**src/rtl/lightswitch_bank.sv**
```systemverilog
// lightswitch_bank: per-channel synchronised, debounced buttons driving LEDs in momentary or toggle mode.
// Optional feature: define LIGHTSWITCH_BANK_EDGE_EN to add the EDGE accept-pulse output.
module lightswitch_bank #(
    parameter int CHANNELS        = 4,
    parameter int DEBOUNCE_CYCLES = 16000
) (
    input  logic                CLK,
    input  logic                RST,
    input  logic [CHANNELS-1:0] PIN,
    input  logic [CHANNELS-1:0] MODE,
    output logic [CHANNELS-1:0] LED,
`ifdef LIGHTSWITCH_BANK_EDGE_EN
    output logic [CHANNELS-1:0] EDGE,
`endif
    output logic                USBPU
);

    localparam int            CW      = $clog2(DEBOUNCE_CYCLES);
    localparam logic [CW-1:0] CNT_MAX = CW'(DEBOUNCE_CYCLES - 1);

    logic [CHANNELS-1:0] sync1_r;
    logic [CHANNELS-1:0] sync2_r;
    logic [CHANNELS-1:0] stable_r;
    logic [CHANNELS-1:0] led_r;
    logic [CW-1:0]       cnt_r      [CHANNELS];
    logic [CW-1:0]       cnt_next_s [CHANNELS];
    logic [CHANNELS-1:0] stable_next_s;
    logic [CHANNELS-1:0] led_next_s;
    logic [CHANNELS-1:0] accept_s;
    logic [CHANNELS-1:0] rise_s;

    // Two-flop synchroniser for the raw asynchronous button pins.
    always_ff @(posedge CLK or posedge RST) begin
        if (RST) begin
            sync1_r <= '0;
            sync2_r <= '0;
        end else begin
            sync1_r <= PIN;
            sync2_r <= sync1_r;
        end
    end

    // Debounce counters, accept detection and the LED mode logic for every channel.
    always_comb begin
        stable_next_s = stable_r;
        accept_s      = '0;
        led_next_s    = led_r;
        for (int i = 0; i < CHANNELS; i++) begin
            cnt_next_s[i] = cnt_r[i];
            if (sync2_r[i] == stable_r[i]) begin
                cnt_next_s[i] = '0;
            end else if (cnt_r[i] == CNT_MAX) begin
                cnt_next_s[i]    = '0;
                stable_next_s[i] = sync2_r[i];
                accept_s[i]      = 1'b1;
            end else begin
                cnt_next_s[i] = cnt_r[i] + CW'(1);
            end
        end
        rise_s = accept_s & stable_next_s;
        // Toggle mode only reacts to presses; momentary mode simply mirrors the debounced state.
        for (int i = 0; i < CHANNELS; i++) begin
            if (MODE[i]) begin
                led_next_s[i] = led_r[i] ^ rise_s[i];
            end else begin
                led_next_s[i] = stable_next_s[i];
            end
        end
    end

    // Debounced state, counters and LED drive registers.
    always_ff @(posedge CLK or posedge RST) begin
        if (RST) begin
            stable_r <= '0;
            led_r    <= '0;
            for (int i = 0; i < CHANNELS; i++) begin
                cnt_r[i] <= '0;
            end
        end else begin
            stable_r <= stable_next_s;
            led_r    <= led_next_s;
            for (int i = 0; i < CHANNELS; i++) begin
                cnt_r[i] <= cnt_next_s[i];
            end
        end
    end

`ifdef LIGHTSWITCH_BANK_EDGE_EN
    logic [CHANNELS-1:0] edge_r;

    // One-cycle pulse in the cycle following each accept, either direction.
    always_ff @(posedge CLK or posedge RST) begin
        if (RST) begin
            edge_r <= '0;
        end else begin
            edge_r <= accept_s;
        end
    end

    assign EDGE = edge_r;
`endif

    assign LED   = led_r;
    assign USBPU = 1'b0;

endmodule
```
**config.mk**
```make
export PLATFORM = sky130hd
export DESIGN_NAME = lightswitch_bank
export DESIGN_NICKNAME = d
export VERILOG_FILES = /design/src/rtl/lightswitch_bank.sv
export SDC_FILE = /design/constraint.sdc
export NUM_CORES = 1
export LEC_CHECK = 0
export CORE_MARGIN = 2
export CORE_UTILIZATION = 25
export CTS_CLUSTER_DIAMETER = 120
export DETAILED_ROUTE_END_ITERATION = 10
export PLACE_DENSITY = 0.37
export SLEW_MARGIN = 20
export SYNTH_ARGS = -nofsm -noshare
export SYNTH_HDL_FRONTEND = slang
export SYNTH_SLANG_ARGS = --single-unit
```
**constraint.sdc**
```tcl
create_clock -name CLK -period 3.2 [get_ports CLK]
set_input_delay 0.32 -clock CLK [delete_from_list [all_inputs] [get_ports CLK]]
set_output_delay 0.32 -clock CLK [all_outputs]
set_load 0.05 [all_outputs]
```
# After elaboration in Yosys (flattened, before gate mapping)
# Cells that the tools add are included.
# classes
addsub,4
multipliers,0
div_mod_pow,0
n_lt_le_gt_ge,0
eq_ne,8
n_shift,0
muxes,28
n_bitwise,5
reduce_logical,0
# ops
op,n
14-bit 2-to-1 mux,8
14-bit by 1-bit adder with 14-bit output (second input constant),4
14-bit == test (second input constant),4
1-bit 2-to-1 mux,20
4-bit bitwise AND,1
1-bit == test,4
1-bit bitwise XOR,4
# word_totals
register_bits,72
latch_bits,0
ramBits,0
mem_bits_ro,0
inputBits,10
memories,0

# Depth between registers and ports, before layout
# logic_depth
ltp_word,6
depth_mapped,7
depth_no_buf,5

# Worst setup path before layout
# Ideal clock, no wire load.
# synth_timing
path_type,reg-to-reg
start,register cnt_r[28] (netlist bit)
end,register cnt_r[33] (netlist bit)
t_arrival_ns,1.535
t_required_ns,3.081
slack_ns,1.547
path_stages_with_launch,7
n_path_buf,1
cell_sequence,dfrtp_1 ha_1 nand4_1 nor4_4 nand2b_2 buf_6 nor2_1
# synth_rtl
item,line_no,source
from (decl),25,logic [CW-1:0] cnt_r [CHANNELS];
"from (signal, indexed assignment)",83,cnt_r[i] <= cnt_next_s[i];

==> results.cfg <==
[logic_synthesis]
synth_area_per_cell_um2 = 10.5
ys_ff_latch = 72
ys_warn_count = 0
synth.cell_area_um2 = 3440
yosysSeqAreaShare_pct = 52.3
synth_fp_nets = 342
syn_inst = 328
synthDistinctLibCells = 37

[die]
die_w_um = 121
die_h_um = 121
core_um2 = 13300
dieArea_um2 = 14700
ios = 15
initial_core_util_pct = 25.8
row_count = 42

[drt]
ant_nets = 0
vias = 2275
wl_per_cell_um = 11.7
viasPerCell = 4.33
wirelength_mm = 6.13
first_iter_violations = 138
drc = 0
drt_pre_antenna_iters = 4

[grt]
grt_max_degree = 38
grt_use_total_pct = 9.46
grt_pass1_wl_mm = 10.9
grt_pass1_vias = 2319
grt-ovfl-total = 0
antenna_found_initial = 0

[worst_setup_path]
cp-start-kind = register
crit_type = register to register
end_kind = register
r2r_slack_ns = 1.07
r2r_end = cnt_r[7]$_DFF_PP0_
rr_startpoint = cnt_r[0]$_DFF_PP0_
worstPathArrival_ns = 2.30
required_ns = 3.38
cp_max_fo = 14
reg2regPathDepth = 5

[clock_tree]
cts_root_buf = clkbuf_16
cts_htree_levels = 3
cts_made_buffers = 9
postCtsSetupBuffers = 0
cts.clk_slew.worst_paths_ns = 0.06
cts_resized = 0
insertion_delay_ns = 0.33
cts_num_sinks = 72
cts_tree = done
cts_hold_buf = 0
clockBufferDepth = 2

[timing]
layout_worst_path_cycle_share_pct = 66.5
fin_skew_ns = 0.00577
setup_violations = 0
period_needed_ns = 2.13
holdWs_ns = 0.346
drv_slew = 0
setup_tns_ns = 0
fmax_mhz = 470
hold_violations = 0
max_slew_margin_pct = 45.6
tightest_slew_ns = 0.815
rsz0062_at_grt = false

[min_path]
hold_path_end = sync2_r[1]$_DFF_PP0_
whs_path_depth = 0
hp-class = register to register
hold_start = sync1_r[1]$_DFF_PP0_

[cells_and_area]
syn_to_final_growth_pct = 17.8
antenna_cells = 0
final_common_cell = dfrtp_1
final_nets = 358
fill_cells = 1374
layout_common_cells = dfrtp_1 (72), nor2_1 (61), xnor2_1 (32)
layout-drive-gt1-share_pct = 8.31

[pwr]
net-switching-power_mw = 0.427
pwr-share-comb_pct = 3.6
seq_power_share_pct = 45.8
power_per_cell_area_nw_per_um2 = 510
p_clk_share_pct = 50.6
p_sw_share_pct = 20.6
irDropWorstVdd_v = 0.000220
p_leak_nw = 1.69
intPower_mw = 1.64

[run_status]
status = completed

[job]
max-cap-violations = 0

[place]
hpwl_mm = 4.09
port_buffers = 13
gp_congestion = 0.689
-- area by class of cell --
type,count,area (µm²),share of cell area (%)
Tap cell,176,220,5.43
Clock inverter,2,35.0,0.864
Multi-Input combinational cell,237,1530,37.7
Sequential cell,72,1800,44.4
Timing Repair Buffer,14,150,3.70
Clock buffer,14,284,7.00
Inverter,10,37.5,0.925
-- cells in the mapped netlist (all sizes together) --
cell / n / share of area, %
a21o: 2 / 0.44
nand4: 17 / 3.6
buf: 7 / 1.9
or4: 1 / 0.22
o31a: 1 / 0.25
o31ai: 1 / 0.22
and3: 1 / 0.18
nor2: 61 / 6.7
o2111ai: 2 / 0.51
nand3: 19 / 2.8
a21oi: 2 / 0.29
xnor2: 32 / 8.1
nand2: 21 / 2.3
mux2: 3 / 0.98
xor2: 19 / 4.8
nand2b: 4 / 0.87
conb: 1 / 0.11
o21ai: 6 / 0.87
clkbuf: 2 / 0.29
a22o: 2 / 0.51
a211o: 1 / 0.25
inv: 10 / 1.1
o2111a: 1 / 0.33
ha: 4 / 1.5
dfrtp: 72 / 52
and4: 4 / 1.0
nor4: 15 / 4.5
or3b: 4 / 1.0
nor3: 9 / 1.3
a22oi: 1 / 0.22
or2: 3 / 0.55
-- metrics by stage --
stage | worst slack (ns) | instances | power (mW) | utilization [%] | instance area [µm²]
3_3_place_gp | 1.07 | 509 | 1.04 | 28.0 | 3740
4_1_cts | 1.04 | 525 | 2.12 | 30.4 | 4060
3_5_place_dp | 1.04 | 509 | 1.04 | 28.0 | 3740
5_1_grt | 0.853 | 525 | 2.17 | 30.4 | 4060
2_1_floorplan | 1.06 | 328 | 1.02 | - | 3440
6_report | 1.07 | 525 | 2.07 | 30.4 | 4060
-- layer usage --
layer | share of wire (%) | global-route usage [%]
met5 | 0 | 0
met2 | 46 | 14.9
met4 | 1.7 | 4.02
met3 | 2.8 | 3.01
met1 | 49 | 11.9
-- worst max-delay path, cell delays in order, from the launching register on --
cell     delay [ns]
dfrtp_1        0.38
ha_1           0.25
nand4_2        0.15
nor4_4         0.37
or2_0          0.68
nor2_1         0.13
-- worst max path at each step --
stage	startpoint	endpoint	slack [ns]	cells after the start
floorplan	RST	LED[0]$_DFF_PP0_	1.06	1
global placement	cnt_r[0]$_DFF_PP0_	cnt_r[10]$_DFF_PP0_	1.07	5
detailed placement	cnt_r[0]$_DFF_PP0_	cnt_r[7]$_DFF_PP0_	1.04	5
CTS	cnt_r[42]$_DFF_PP0_	cnt_r[48]$_DFF_PP0_	1.04	5
global route	cnt_r[42]$_DFF_PP0_	cnt_r[48]$_DFF_PP0_	0.85	5
finish	cnt_r[0]$_DFF_PP0_	cnt_r[7]$_DFF_PP0_	1.07	5
-- power by group through the flow --
stage	sequential [mW]	clock, mW	combinational [mW]
floorplan	0.957	0	0.0588
global placement	0.963	0	0.0777
finish	0.948	1.05	0.0741
global route	0.950	1.14	0.0875
CTS	0.948	1.09	0.0780
detailed placement	0.964	0	0.0774
-- flip-flops by register name (all words and copies together), names as in the netlist --
signal	count
LED	4
cnt_r	56
stable_r	4
sync1_r	4
sync2_r	4
-- logic make-up after synthesis --
kind of cell             Yosys count  synth area share (%)
multiplexers                       3                 0.981
AO/OA/AOI/OAI                     19                  3.89
buffers and inverters             19                  3.27
AND/OR/NAND/NOR                  159                  25.0
flip-flops                        72                  52.3
other                              1                 0.109
XOR/XNOR                          51                  13.0
adder cells (fa/ha/maj)            4                  1.45
Power figures use the tool's default switching activity.
